### config.mk
export PLATFORM = sky130hd
export DESIGN_NAME = blink_multi
export DESIGN_NICKNAME = d
export VERILOG_FILES = /design/src/rtl/blink_multi.sv
export SDC_FILE = /design/constraint.sdc
export NUM_CORES = 1
export LEC_CHECK = 0
export ABC_AREA = 1
export CORE_MARGIN = 5
export CORE_UTILIZATION = 59
export CTS_BUF_LIST = sky130_fd_sc_hd__clkbuf_8
export CTS_CLUSTER_SIZE = 25
export DETAILED_ROUTE_END_ITERATION = 8
export PLACE_DENSITY = 0.89
export SETUP_SLACK_MARGIN = 0.3
export SYNTH_ARGS = -nofsm -noshare
export SYNTH_HDL_FRONTEND = slang
export SYNTH_SLANG_ARGS = --single-unit
### constraint.sdc
create_clock -name clk -period 3.6 [get_ports clk]
set_clock_uncertainty 0.1 [all_clocks]
set_input_delay 0.9 -clock clk [delete_from_list [all_inputs] [get_ports clk]]
set_output_delay 0.9 -clock clk [all_outputs]
set_load 0.03 [all_outputs]
### src/rtl/blink_multi.sv
// ---------------------------------------------------------------------------
// blink_multi -- multi-channel LED pattern generator
//
// A shared prescaler divides clk down to a one-cycle base tick. Every channel
// runs its own runtime-configured mode, advancing only on that tick:
//   OFF   : led held at 0
//   ON    : led held at 1
//   BLINK : led toggles every `half` ticks (full period 2*half ticks)
//   BURST : `burst` pulses of `half` ticks high / `half` ticks low, followed
//           by a gap of 4*half ticks low, repeating
//
// Optional build macro: BLINK_SYNC_EN
//   When defined, adds input sync_all. A 1 on sync_all restarts the prescaler
//   and every channel from its start point so all channels run phase-aligned.
//
// Ports
//   clk        in   system clock, all logic on posedge
//   rst        in   synchronous reset, active-high
//   sync_all   in   (BLINK_SYNC_EN only) restart every channel and the prescaler
//   cfg_we     in   config write strobe
//   cfg_ch     in   [CH_W]     target channel
//   cfg_mode   in   [2]        0=OFF 1=ON 2=BLINK 3=BURST
//   cfg_half   in   [CNT_W]    half-period in ticks, 0 treated as 1
//   cfg_burst  in   [BURST_W]  pulses per burst, 0 treated as 1
//   cfg_ready  out             high when a write can be accepted
//   tick       out             one-cycle base tick pulse
//   led        out  [CHANNELS] LED drive, bit i = channel i
//
// All outputs come from registers; there is no combinational path from any
// input to any output.
// ---------------------------------------------------------------------------
module blink_multi #(
  parameter int CHANNELS = 4,
  parameter int CH_W     = 2,
  parameter int CNT_W    = 32,
  parameter int BURST_W  = 4,
  parameter int PRESCALE = 5
) (
  input  logic                clk,
  input  logic                rst,
`ifdef BLINK_SYNC_EN
  input  logic                sync_all,
`endif
  input  logic                cfg_we,
  input  logic [CH_W-1:0]     cfg_ch,
  input  logic [1:0]          cfg_mode,
  input  logic [CNT_W-1:0]    cfg_half,
  input  logic [BURST_W-1:0]  cfg_burst,
  output logic                cfg_ready,
  output logic                tick,
  output logic [CHANNELS-1:0] led
);

  // -------------------------------------------------------------------------
  // Types
  // -------------------------------------------------------------------------
  typedef enum logic [1:0] {
    MODE_OFF   = 2'd0,
    MODE_ON    = 2'd1,
    MODE_BLINK = 2'd2,
    MODE_BURST = 2'd3
  } mode_e;

  typedef enum logic [1:0] {
    PULSE_ON  = 2'd0,
    PULSE_OFF = 2'd1,
    GAP       = 2'd2
  } burst_state_e;

  // Complete per-channel state in one struct so a checker can bind to ch[i]
  // and see configuration, counters and burst FSM state together.
  typedef struct packed {
    mode_e              mode;
    logic [CNT_W-1:0]   half;   // effective half-period, never 0
    logic [BURST_W-1:0] burst;  // effective pulses per burst, never 0
    logic [CNT_W-1:0]   phase;  // ticks elapsed inside the current half period
    logic [BURST_W-1:0] pcnt;   // pulses completed in the current burst
    logic [1:0]         gap;    // half periods elapsed inside the gap
    burst_state_e       bst;    // burst FSM state
  } chan_t;

  localparam chan_t CHAN_RESET = '{
    mode:  MODE_OFF,
    half:  CNT_W'(1),
    burst: BURST_W'(1),
    phase: '0,
    pcnt:  '0,
    gap:   2'd0,
    bst:   PULSE_ON
  };

  localparam int PS_W = (PRESCALE > 1) ? $clog2(PRESCALE) : 1;
  localparam logic [PS_W-1:0] PS_LAST  = PS_W'(PRESCALE - 1);
  localparam logic [CH_W:0]   CH_LIMIT = (CH_W + 1)'(CHANNELS);

  // -------------------------------------------------------------------------
  // State
  // -------------------------------------------------------------------------
  logic [PS_W-1:0]     presc;
  chan_t               ch [CHANNELS];

  logic                accept;
  logic                ch_valid;
  logic [CNT_W-1:0]    half_eff;
  logic [BURST_W-1:0]  burst_eff;
  logic [CHANNELS-1:0] phase_last;

  // Tick is a decode of the registered prescaler count, so it is high for
  // exactly the cycle in which the count sits at PRESCALE-1. With PRESCALE=1
  // the count never leaves 0 and the tick is permanently high.
  assign tick = (presc == PS_LAST);

  // Config handshake: a write is taken on a rising edge where cfg_we=1,
  // cfg_ready=1 and cfg_ch names an existing channel. cfg_ready is then low
  // for exactly one cycle; cfg_we seen while cfg_ready=0 is dropped, and a
  // write to a nonexistent channel is dropped without touching cfg_ready.
  assign ch_valid  = ({1'b0, cfg_ch} < CH_LIMIT);
  assign accept    = cfg_we && cfg_ready && ch_valid;
  assign half_eff  = (cfg_half  == '0) ? CNT_W'(1)   : cfg_half;
  assign burst_eff = (cfg_burst == '0) ? BURST_W'(1) : cfg_burst;

  // A channel's current half period ends on the tick where phase has
  // already reached half-1.
  always_comb begin
    phase_last = '0;
    for (int i = 0; i < CHANNELS; i++) begin
      phase_last[i] = (ch[i].phase == (ch[i].half - CNT_W'(1)));
    end
  end

  // Output level a channel shows right after it is (re)started.
  function automatic logic start_level(input mode_e m);
    return (m == MODE_ON) || (m == MODE_BURST);
  endfunction

  // -------------------------------------------------------------------------
  // Prescaler, handshake and all channel FSMs
  // -------------------------------------------------------------------------
  always_ff @(posedge clk) begin
    if (rst) begin
      presc     <= '0;
      cfg_ready <= 1'b1;
      led       <= '0;
      for (int i = 0; i < CHANNELS; i++) begin
        ch[i] <= CHAN_RESET;
      end
    end else begin
      cfg_ready <= !accept;
      presc     <= tick ? '0 : presc + PS_W'(1);

      for (int i = 0; i < CHANNELS; i++) begin
        if (accept && (cfg_ch == CH_W'(i))) begin
          // A write to this channel takes precedence over a same-cycle tick;
          // the tick is simply not applied to the freshly written channel.
          ch[i].mode  <= mode_e'(cfg_mode);
          ch[i].half  <= half_eff;
          ch[i].burst <= burst_eff;
          ch[i].phase <= '0;
          ch[i].pcnt  <= '0;
          ch[i].gap   <= 2'd0;
          ch[i].bst   <= PULSE_ON;
          led[i]      <= start_level(mode_e'(cfg_mode));
        end else if (tick) begin
          case (ch[i].mode)
            MODE_BLINK: begin
              if (phase_last[i]) begin
                ch[i].phase <= '0;
                led[i]      <= ~led[i];
              end else begin
                ch[i].phase <= ch[i].phase + CNT_W'(1);
              end
            end

            MODE_BURST: begin
              if (!phase_last[i]) begin
                ch[i].phase <= ch[i].phase + CNT_W'(1);
              end else begin
                ch[i].phase <= '0;
                case (ch[i].bst)
                  PULSE_ON: begin
                    ch[i].bst <= PULSE_OFF;
                    led[i]    <= 1'b0;
                  end

                  PULSE_OFF: begin
                    // burst is never 0, so burst-1 cannot wrap.
                    if (ch[i].pcnt == (ch[i].burst - BURST_W'(1))) begin
                      ch[i].pcnt <= '0;
                      ch[i].bst  <= GAP;
                    end else begin
                      ch[i].pcnt <= ch[i].pcnt + BURST_W'(1);
                      ch[i].bst  <= PULSE_ON;
                      led[i]     <= 1'b1;
                    end
                  end

                  GAP: begin
                    // Gap length is 4 half periods, counted by the 2-bit
                    // sub-counter; its wrap to 0 coincides with the exit.
                    ch[i].gap <= ch[i].gap + 2'd1;
                    if (ch[i].gap == 2'd3) begin
                      ch[i].bst <= PULSE_ON;
                      led[i]    <= 1'b1;
                    end
                  end

                  default: begin
                    ch[i].bst <= PULSE_ON;
                    led[i]    <= 1'b1;
                  end
                endcase
              end
            end

            default: begin
              // OFF and ON hold their level; ticks are ignored.
            end
          endcase
        end
      end

`ifdef BLINK_SYNC_EN
      // Restart everything from a common origin. These assignments come last
      // so they override any tick update above. A same-cycle config write
      // has already latched its mode/half/burst, so the restart uses the new
      // mode for that channel.
      if (sync_all) begin
        presc <= '0;
        for (int i = 0; i < CHANNELS; i++) begin
          ch[i].phase <= '0;
          ch[i].pcnt  <= '0;
          ch[i].gap   <= 2'd0;
          ch[i].bst   <= PULSE_ON;
          if (accept && (cfg_ch == CH_W'(i))) begin
            led[i] <= start_level(mode_e'(cfg_mode));
          end else begin
            led[i] <= start_level(ch[i].mode);
          end
        end
      end
`endif
    end
  end

endmodule

==> results.txt <==
The core box area is 0.0363 mm2, and the number of design rule violations left after detail routing is 0. The share of cells above drive strength 1 came out at 0.0978. After synthesis, the cell types taking the most area are edfxtp_1 43%, nor2_1 10%, nand2_1 9.3%, xor2_1 6.3%, inv_1 6.0%.

The number of distinct standard cells referenced by the synthesized netlist came out at 60. Total power for the finished layout comes to 9.05 mW. After detailed routing, the number of vias per cell comes to 5.75. The sequential cells in the finished layout cover a total of 0.00953 mm2. The initial antenna violation count is 0, and the max-slew violation count is 0. Counting I/O delays and the setup requirement, the final critical path takes 3240 ps. From synthesis to final layout, the design area changed by 11.8%.

The register bit total from synthesis was 320. On the final layout, the worst hold slack is 338 ps. For the final routed database, the setup TNS stands at 0 ps. The initial core utilization was 0.593. The height of the die was 201 um; the sink count of the clock tree was 320.

The net count of the finished layout is 2883. The per-cell routed wire length was 17.8 um. Timing analysis after detailed placement gives a worst setup slack of 229 ps.

The number of diodes added for antenna fixing is 0, and the critical path's largest stage delay is 460 ps. At the pin with the least slew margin, the transition time is 670 ps. The logs give 39 for the largest net degree at the start of global routing and 2161 for the number of violations reported at the end of detailed-routing iteration 0. The logs give 0.442 for the fraction of the yosys area taken by sequential cells and 19200 for the total number of vias.

Number of warnings reported in the yosys synthesis log: 0. The total die area came out at 0.0405 mm2. The clock-pin slew on the worst setup and hold paths is 60 ps. The tightest min-delay check is of the flop to flop type. STA puts the critical path data arrival time at 3540 ps. Dividing total power by cell area gives a power density of 375 mW/mm2. For the count of hold buffers inserted by post-cts repair, the log shows 0. On the critical path the largest part of the delay comes from simple AND/OR/NAND/NOR gates. The number of buffers and inverters on the critical path was 1; the all-layer global routing usage was 0.281. The tightest slew margin relative to the limit is 0.550. The tools report the kind of end point of the critical path as a flop. Cell at the root of the clock tree: clkbuf_8.

The most frequent standard cell in the layout excluding fill and tap cells is nor2_1. Summed over all nets, the half-perimeter wirelength after detailed placement is 44200 um. Summed over all instances, the cell type with the most area after synthesis is edfxtp_1. Post-layout utilization of the core: 0.664. Setup slack on the critical path of the routed design comes to 358 ps.

The number of standard cells in the final layout excluding fillers was 3331. The run finished with clean final reports. The leakage power summed over all cells was 10.0 nW. The number of nets in the synthesized netlist is 2772. The slowest stage of the critical path is the edfxtp_1 cell. Synthesized area: 0.0216 mm2.

For the total congestion overflow, the log shows 0. TritonCTS built the clock tree. The worst-case clock buffer depth was 3; the count of buffers from port buffering was 48. The later pin in the worst-skew pair is clocked with a latency of 680 ps. The first global-routing pass estimated 93200 um of wire.

The floorplan die width was 201 um. Routability-driven placement finished with a final weighted congestion of 1.04. After technology mapping, the gate count stands at 2707. Setup repair after global routing left no endpoint under its margin.

The area of the multi-input gates is 0.0107 mm2. Among the stages of the critical path, the cell type that occurs most often is nand2_1. The data required time of the worst path is 3900 ps. The total non-filler cell area in the finished layout is 0.0241 mm2. Summing all placed instances gives a cell area of 0.0227 mm2. The logs give 0 for the count of final hold-check violations and 2 for the number of H-tree levels. The routed design has 59400 um of wire. The total of max-cap violations is 0. The top cell type's share of synthesized area is 0.434, and the number of global-route vias before repair is 18300.

Walking the worst path, the cells encountered are nor2_1 > nand2_1 > nor2_1 > nand2_1 > nor2_1 > xor2_1 > nand2_1 > nor3_2 > nand3_1 > nor2_4 > nand2_1 > nand2_2 > o2111ai_4 > clkbuf_16. The tools report the count of standard-cell rows as 70. The count of nets left with antenna violations once routing finished came out at 0.

The peak fanout along the critical path works out to 8. In the layout the commonest cells are 579 x nor2_1, 531 x nand2_1, 364 x inv_1. The total clock buffers created by CTS is 57. The mean area per synthesized cell works out to 7.97 um2.

Critical path startpoint category: a flop. Worst voltage drop across the vdd grid: 0.427 mV. Pin placement for this block handled 49 I/O pins. After filler insertion, the fill cell instance count of the layout stands at 2851. The final critical-path share of the clock period is 0.901, and the cell total after placement is 3210.

The pre-antenna-repair detailed-routing pass consisted of 7 iterations. The critical path is of the flop to flop type. Setup violations remaining at the end of the flow were counted as 0. Derived from the worst setup path, the maximum achievable clock frequency is 308 MHz.
final cells by class:
| type | instances | area share |
|---|---|---|
| clock inverter | 47 | 0.0128 |
| clock buffer | 57 | 0.0325 |
| multi-input combinational | 1997 | 0.443 |
| sequential | 320 | 0.395 |
| timing repair buffer | 84 | 0.0365 |
| inverter | 358 | 0.0563 |
| tap | 468 | 0.0243 |
worst paths after layout:
check             startpoint   endpoint  slack [ps]  depth (start not counted)
setup / recovery   ch[0][52]   ch[0][9]         360                         14
hold / removal     cfg_ready  cfg_ready         340                          1
setup reg to reg   ch[0][52]   ch[0][9]         360                         14
hold reg to reg    cfg_ready  cfg_ready         340                          1
power breakdown:
group | switching (mW) | internal (mW)
clock | 1.62 | 1.76
combinational | 0.728 | 0.408
sequential | 0.249 | 4.29
total | 2.59 | 6.46
state kept, by name, summed over array words and instances, names as in the netlist:
signal	cells
cfg_ready	1
presc	3
ch	312
led	4
per-layer routing:
metal,up-vias,track usage,part of all wire
li1,9011,-,-
met1,8935,0.361,0.39
met2,998,0.465,0.47
met3,221,0.0543,0.086
met4,0,0.128,0.050
met5,-,0,0
synthesized netlist by cell type (all sizes together):
library cell and count:
a21o 1, or2b 1, clkbuf 16, edfxtp 312
dfxtp 8, nor3 96, nand3 155, nor2 658
nand3b 18, nand4 68, buf 17, a21oi 24
a22oi 1, o22ai 1, ha 22, nor3b 19
o311ai 1, a31oi 6, o211ai 6, o2111ai 6
nand2b 1, o21ai 58, clkinv 2, nor4 21
and2 2, a21boi 1, nand2 550, o211a 1
inv 356, o21bai 4, or2 15, xnor2 105
xor2 155
timing repair:
action,4_1_cts,5_1_grt
buffers inserted,0,13
hold endpoints to repair,0,0
cloned,0,4
endpoints found under the setup margin,37,199
pin swaps,0,10
gates resized for setup,3,38
cell families after synthesis:
kind of cell	Yosys count	synth area share
DFF	320	0.442
AOI/OAI and AO/OA	110	0.0294
xor gates and xnor gates	260	0.106
buffers and inverters	391	0.0716
adders and majority gates	22	0.0128
and+or+nand+nor	1604	0.339
Power figures use the tool's default switching activity.
